File: src/rtl/mux_n_1_serializer.sv
// Time-multiplexing serializer: captures CHANNELS words in one load,
// then emits them one per cycle under valid/ready flow control.
module mux_n_1_serializer #(
  parameter int WIDTH    = 16,
  parameter int CHANNELS = 4,
  localparam int IDX_W   = $clog2(CHANNELS)
) (
  input  logic                      clock,
  input  logic                      reset,
  input  logic [WIDTH*CHANNELS-1:0] in_data,
  input  logic [IDX_W:0]            in_count,
  input  logic                      in_valid,
  output logic                      in_ready,
  output logic [WIDTH-1:0]          out_data,
  output logic [IDX_W-1:0]          out_sel,
  output logic                      out_valid,
  output logic                      out_last,
  input  logic                      out_ready,
  output logic                      busy
);

  typedef enum logic {IDLE, SEND} state_t;

  localparam logic [IDX_W:0] CNT_MAX = (IDX_W+1)'(CHANNELS);

  state_t           state;
  logic [WIDTH-1:0] buffer [CHANNELS];
  logic [IDX_W:0]   count_q;
  logic [IDX_W-1:0] sel_q;
  logic [IDX_W:0]   eff_count;
  logic             last_w;
  logic             load;

  // Zero or oversized counts mean "emit every channel".
  always_comb begin
    eff_count = in_count;
    if (in_count == '0 || in_count > CNT_MAX)
      eff_count = CNT_MAX;
  end

  assign last_w    = (state == SEND) &&
                     ({1'b0, sel_q} == count_q - 1'b1);
  assign in_ready  = !reset &&
                     ((state == IDLE) || (last_w && out_ready));
  assign load      = in_valid && in_ready;

  assign out_valid = (state == SEND);
  assign busy      = (state == SEND);
  assign out_last  = last_w;
  assign out_sel   = sel_q;
  assign out_data  = buffer[sel_q];

  always_ff @(posedge clock or posedge reset) begin
    if (reset) begin
      state   <= IDLE;
      count_q <= '0;
      sel_q   <= '0;
      for (int k = 0; k < CHANNELS; k++)
        buffer[k] <= '0;
    end else if (load) begin
      state   <= SEND;
      count_q <= eff_count;
      sel_q   <= '0;
      for (int k = 0; k < CHANNELS; k++)
        buffer[k] <= in_data[k*WIDTH +: WIDTH];
    end else if (state == SEND && out_ready) begin
      if (last_w)
        state <= IDLE;
      else
        sel_q <= sel_q + 1'b1;
    end
  end

endmodule

File: config.mk
export PLATFORM = sky130hd
export DESIGN_NAME = mux_n_1_serializer
export DESIGN_NICKNAME = d
export VERILOG_FILES = /design/src/rtl/mux_n_1_serializer.sv
export SDC_FILE = /design/constraint.sdc
export NUM_CORES = 1
export LEC_CHECK = 0
export CAP_MARGIN = 20
export CORE_MARGIN = 8
export CORE_UTILIZATION = 40
export DETAILED_ROUTE_END_ITERATION = 7
export PLACE_DENSITY = 0.71
export SETUP_SLACK_MARGIN = 0.02
export SYNTH_ARGS = -nofsm -noshare
export SYNTH_HDL_FRONTEND = slang
export SYNTH_SLANG_ARGS = --single-unit
File: constraint.sdc
create_clock -name clock -period 2 [get_ports clock]
set_input_delay 0.3 -clock clock [delete_from_list [all_inputs] [get_ports clock]]
set_output_delay 0.3 -clock clock [all_outputs]
set_load 0.01 [all_outputs]
# Word-level counts from Yosys, hierarchy flattened

Index checks and enable logic that the tools add are counted.

Reductions and logical operators: 13
Multiply operators: 0
Divide/modulo/power cells: 0
Shifts and indexed selects: 0
Bitwise operators: 2
Multiplexer cells: 10
$lt $le $gt $ge: 2
Equality and inequality tests: 2
$add $sub $neg: 2

Operators by type and width:

| kind                                                               | number |
|---|---|
| 16-bit binary-select mux with 2-bit select                         | 1 |
| 16-bit two-way mux                                                 | 2 |
| 2-bit two-way mux                                                  | 3 |
| 1-bit logical AND                                                  | 5 |
| 2-bit AND reduction                                                | 2 |
| 2-bit nonzero test                                                 | 2 |
| 2-bit by 3-bit == test with 1-bit output                           | 1 |
| 3-bit >= comparator, second input constant                         | 1 |
| 3-bit > comparator, second input constant                          | 1 |
| 3-bit zero test                                                    | 1 |
| 1-bit two-way mux                                                  | 3 |
| 3-bit two-way mux                                                  | 1 |
| 2-bit inverter with 3-bit output                                   | 1 |
| 3-bit by 1-bit subtractor with 3-bit output, second input constant | 1 |
| 2-bit by 1-bit adder with 2-bit output, second input constant      | 1 |
| 1-bit logical OR                                                   | 2 |
| 2-bit by 1-bit != test with 1-bit output, second input constant    | 1 |
| 1-bit zero test                                                    | 1 |
| 1-bit inverter                                                     | 1 |

Latch bits: 0
Memory bits (read-only): 0
Output and inout bits: 22
Word-level logic and storage cells: 38
Bits in registers: 70
Memories: 0
Bits in writable memories: 0

# Depth between registers and ports, before layout

Gate-level depths: netlist of the first run.

Word-level depth: 9
Mapped depth: 8

# Worst setup path before layout of the first run

OpenSTA, ideal clock, no wires.

Kind: input -> register
Start: input port reset
End: register buffer[0] in the netlist's numbering
Arrival: 2,842 ps
Stages: 5
Setup slack: -969 ps
Cells stage by stage: inv_1 > a41o_2 > buf_6 > buf_6 > mux2_1

Word-level cells in the longest chain between the ends: 3

RTL lines:

| item                            | RTL line | RTL |
|---|---|---|
| from (decl)                     | 9        | `input logic reset,` |
| 1-bit zero test (no line)       | n/a      |  |
| 1-bit logical AND               | 43       | `assign in_ready = !reset &&` |
| 1-bit logical AND               | 45       | `assign load = in_valid && in_ready;` |
| to (signal, indexed assignment) | 65       | `buffer[k] <= in_data[k*WIDTH +: WIDTH];` |
| to (decl)                       | 27       | `logic [WIDTH-1:0] buffer [CHANNELS];` |

Every way passes these cells.
A chain may end at the register's enable or synchronous reset.

# Worst setup path in the final report of the first run

Start: register count_q[0]
End: register buffer[15] in the netlist's numbering

Word-level cells in the longest chain between the ends: 7

RTL lines:

| item                                        | RTL line | RTL |
|---|---|---|
| from (decl)                                 | 28       | `logic [IDX_W:0] count_q;` |
| from (signal assigned)                      | 62       | `count_q <= eff_count;` |
| 3-bit by 1-bit subtractor with 3-bit output | 42       | `({1'b0, sel_q} == count_q - 1'b1);` |
| 2-bit by 3-bit == test with 1-bit output    | 42       |  |
| 1-bit logical AND                           | 41       | `assign last_w = (state == SEND) &&` |
| 1-bit logical AND                           | 44       | `((state == IDLE) \|\| (last_w && out_ready));` |
| 1-bit logical OR                            | 44       |  |
| 1-bit logical AND                           | 43       |  |
| 1-bit logical AND                           | 45       |  |

Every way passes these cells.

==> impl.org, run 1 <==
** Outcome
- Result of the run :: complete, but fails checks
- Violations in the final reports :: negative setup slack

** Final layout
- From synthesis to final layout, the design area changed by 54.4%.
- Share of post-route cells with drive strength above 1 :: around 45%
- Diode count :: 0
- At the end of the flow, the number of nets in the layout was approximately 390.

** Global route
- Wire length of the first global-routing pass :: between 10,000 and 15,000 um
- Pin count of the biggest net entering global routing :: 71
- Antenna violations before repair :: 0
- The number of global-route vias before repair was approximately 2,300.
- GRT Overall Usage :: between 10% and 20%
- For this run the aggregate overflow at the end of global routing stands at 0.

** Setup path
- Critical Path, Cell by Cell :: inv_2, ha_4, xor2_1, nor3_2, buf_4, a41o_4, clkbuf_16, mux2_2
- Critical path required time :: between 2000 and 2500 ps
- The largest single stage delay on the critical path is between 300 and 400 ps.
- Worst endpoint data arrival time :: roughly 2300 ps
- Startpoint type of the worst setup path :: flop
- On the critical path, the stage with the largest delay is an instance of dfrtp_1.
- Critical Setup Path Class :: flop to flop
- Critical path buffer and inverter count :: 3
- On the critical path the largest part of the delay comes from buffers and inverters.
- Of all nets on the critical path, the largest fanout is 8.
- The worst setup path is captured at a flop.

** Yosys
- In this run the mean area of a mapped cell was 16.1 um2.
- Number of flops mapped to enable cells by yosys :: 0
- For this run, the leading register cell type out of synthesis is dfrtp_1.
- Number of nets produced by synthesis :: ~270
- The synthesized netlist contains 29 unique library cells.
- Count of yosys warnings during synthesis :: 0
- Cells after synthesis :: slightly below 200
- Flip-flop and latch count after synthesis :: 70
- Sequential-to-total area share from yosys stat :: approximately 55%
- Syn Std Cell Area :: between 0.003 and 0.004 mm2
- Asr flop ratio synth :: 100%

** Power and ir drop
- Power density of the placed cells :: between 1500 and 2000 mW/mm2
- Leak pwr :: between 0.002 and 0.0025 uW
- Worst supply voltage drop on vdd :: 0.793 mV

** Floorplan
- Die X-Extent :: about 100 um
- The total area inside the core boundary comes to approximately 0.0077 mm2.
- Count of pins on the block boundary :: 93
- Vertical die dimension :: approximately 100 um
- Starting utilization of the core area :: a little over 40%
- The die covers between 0.01 and 0.015 mm2.
- The floorplan has 32 rows.

** Route
- Detail-routed via count per cell :: roughly 5
- Dividing the detail-routed wire length by the instance count gives about 19 um.
- The count of nets left with antenna violations once routing finished came out at 0.
- For this block, the initial DRC count from the detailed router was 62.
- The detailed router placed around 2,100 vias in this run.
- Count of unresolved DRC violations after routing :: 0
- Total routed wirelength :: 8180 um
- Number of optimization iterations in the first detailed-route pass :: 4

** Place
- Timing analysis after detailed placement gives a worst setup slack of -191 ps.
- The count of buffers added on input and output ports is 92.
- The congestion estimate from routability-driven global placement came to around 0.80.
- The HPWL after detailed placement is 5240 um.

** STA
- Smallest setup slack after layout :: -64.9 ps
- Hold Fails Final Rpt :: 0
- Min Tclk post-route :: ~2100 ps
- Setup violations remaining at the end of the flow were counted as 41.
- For the pin with the worst max-slew slack, the measured transition is 892 ps.
- The clock arrives with 10.8 ps of skew.
- Hold Worst Slack :: ~500 ps
- Setup repair after global routing missed its margin :: yes
- After routing, the total negative slack on setup checks comes to -1180 ps.
- Derived from the worst setup path, the maximum achievable clock frequency is slightly below 500 MHz.
- Max Slew Vio Count :: 0
- The worst pin sits at a relative slew slack of between 40 and 50%.
- In the finished design, the share of the clock period the worst path needs comes to 103%.

** Clocking
- Maximum root-to-sink buffer count :: 2
- Counting every sink on the clock net gives 70.
- The H-tree generated during clock tree synthesis spans 3 levels.
- Clock buffers created by TritonCTS :: 9
- Clock-pin slew was measured on the worst setup and hold paths at around 70 ps.
- Clock insertion delay at the later pin of the skew report :: approximately 330 ps
- CTS Root Buffer Type :: clkbuf_8
- Clock tree from TritonCTS :: built

** Worst hold path
- In this run the worst hold path is classified as flop to flop.

** Run
- Across the run, the number of max-cap violations was 0.
-- report_power, final --
group	internal (uW)	switching (uW)
registers	2130	383
clock network	734	504
logic	2410	1320
total	5280	2210
-- cells in the mapped netlist (3+ instances only) --
library cell	instances	area [um2]
mux2_1	27	304
nand2b_1	3	18.8
mux2_2	37	417
dfrtp_1	70	1750
buf_4	4	30.0
inv_1	5	18.8
mux4_2	16	360
buf_6	4	45.0
-- final timing paths --
check | startpoint | end | slack (ps) | depth (start not counted)
min | buffer[62] | buffer[62] | 490 | 1
max | count_q[0] | buffer[15] | -60 | 8
max reg2reg | count_q[0] | buffer[15] | -60 | 8
min reg2reg | buffer[62] | buffer[62] | 490 | 1
min in group asynchronous | reset | buffer[5] | 710 | 3
max in group asynchronous | reset | out_sel[1] | 630 | 3
-- worst reg2reg max path: stages (launching register included) --
cell and delay (ps):
dfrtp_1 370, inv_2 60, ha_4 150, xor2_1 170
nor3_2 210, buf_4 170, a41o_4 290, clkbuf_16 200
mux2_2 340
-- timing repair --
action	4_1_cts	5_1_grt
resized for setup	44	65
hold buffers	0	0
setup endpoints to repair	85	83
cloned	0	7
pin swaps	3	1
buffers inserted	5	3
-- kinds of logic (layout without fill, tap and decap cells) --
logic type	count (synthesis)	after routing	synth area share (%)
adders and majority gates	2	2	0.792
and+or+nand+nor	14	14	2.65
muxes	81	81	34.5
DFF	70	70	55.4
AOI/OAI and AO/OA	9	10	2.22
buffers and inverters	17	145	3.52
xor gates and xnor gates	3	3	0.832
-- stage by stage --
| stage | cell area (um2) | utilization, % | total power (uW) | std cells |
|---|---|---|---|---|
| after detailed placement | 4310 | 56.1 | 5850 | 396 |
| after global placement | 4310 | 56.1 | 5750 | 396 |
| final | 4880 | 63.4 | 7480 | 427 |
| after floorplan | 3170 | - | 4340 | 196 |
| after global routing | 4880 | 63.4 | 7940 | 427 |
| after CTS | 4570 | 59.5 | 7040 | 417 |
-- layout by cell type (no fill, tap or decap), types with 2 or more instances in the layout --
master,synthesis,final
o22ai_1,2,2
nand2_1,2,2
nor2_1,2,2
a41o_4,0,2
clkbuf_8,0,10
mux2_4,0,44
clkdlybuf4s50_1,0,74
mux2_1,27,7
nand3_1,2,2
clkbuf_16,0,4
inv_1,5,3
xnor2_1,2,2
bufinv_16,0,2
dfrtp_1,70,68
clkbuf_2,0,10
clkinv_2,0,2
nand2b_1,3,3
mux4_2,16,16
clkdlybuf4s15_1,0,5
buf_6,4,2
or3b_2,2,2
dfrtp_2,0,2
a31o_2,2,2
buf_12,0,6
buf_2,2,3
clkbuf_1,1,2
buf_4,4,20
mux2_2,37,13
-- layout make-up --
| cell class | instances | area [um2] |
|---|---|---|
| Tap cell | 102 | 128 |
| Inverter | 5 | 22.5 |
| Sequential cell | 70 | 1750 |
| Multi-Input combinational cell | 110 | 1510 |
| Clock buffer | 12 | 145 |
| Clock inverter | 4 | 70.1 |
| Fill cell | 594 | 2810 |
| Timing Repair Buffer | 124 | 1250 |
-- sequential cells by signal, indices dropped and copies added (netlist names) --
| register | flops |
|---|---|
| buffer | 64 |
| busy | 1 |
| count_q | 3 |
| out_sel | 2 |
-- metal layers --
layer	routed length [um]	vias up	GRT usage, %
li1	-	977	-
met1	3720	1109	16.6
met2	4130	46	22.7
met3	249	8	3.13
met4	93	0	5.81
met5	0	-	0
Power figures use the tool's default switching activity.
==> run 2: changes to the inputs <==
Settings changed: CTS_CLUSTER_SIZE from default to 25.
==> results of run 2 <==
The final DEF is identical to that of run 1; final timing and power are the same.
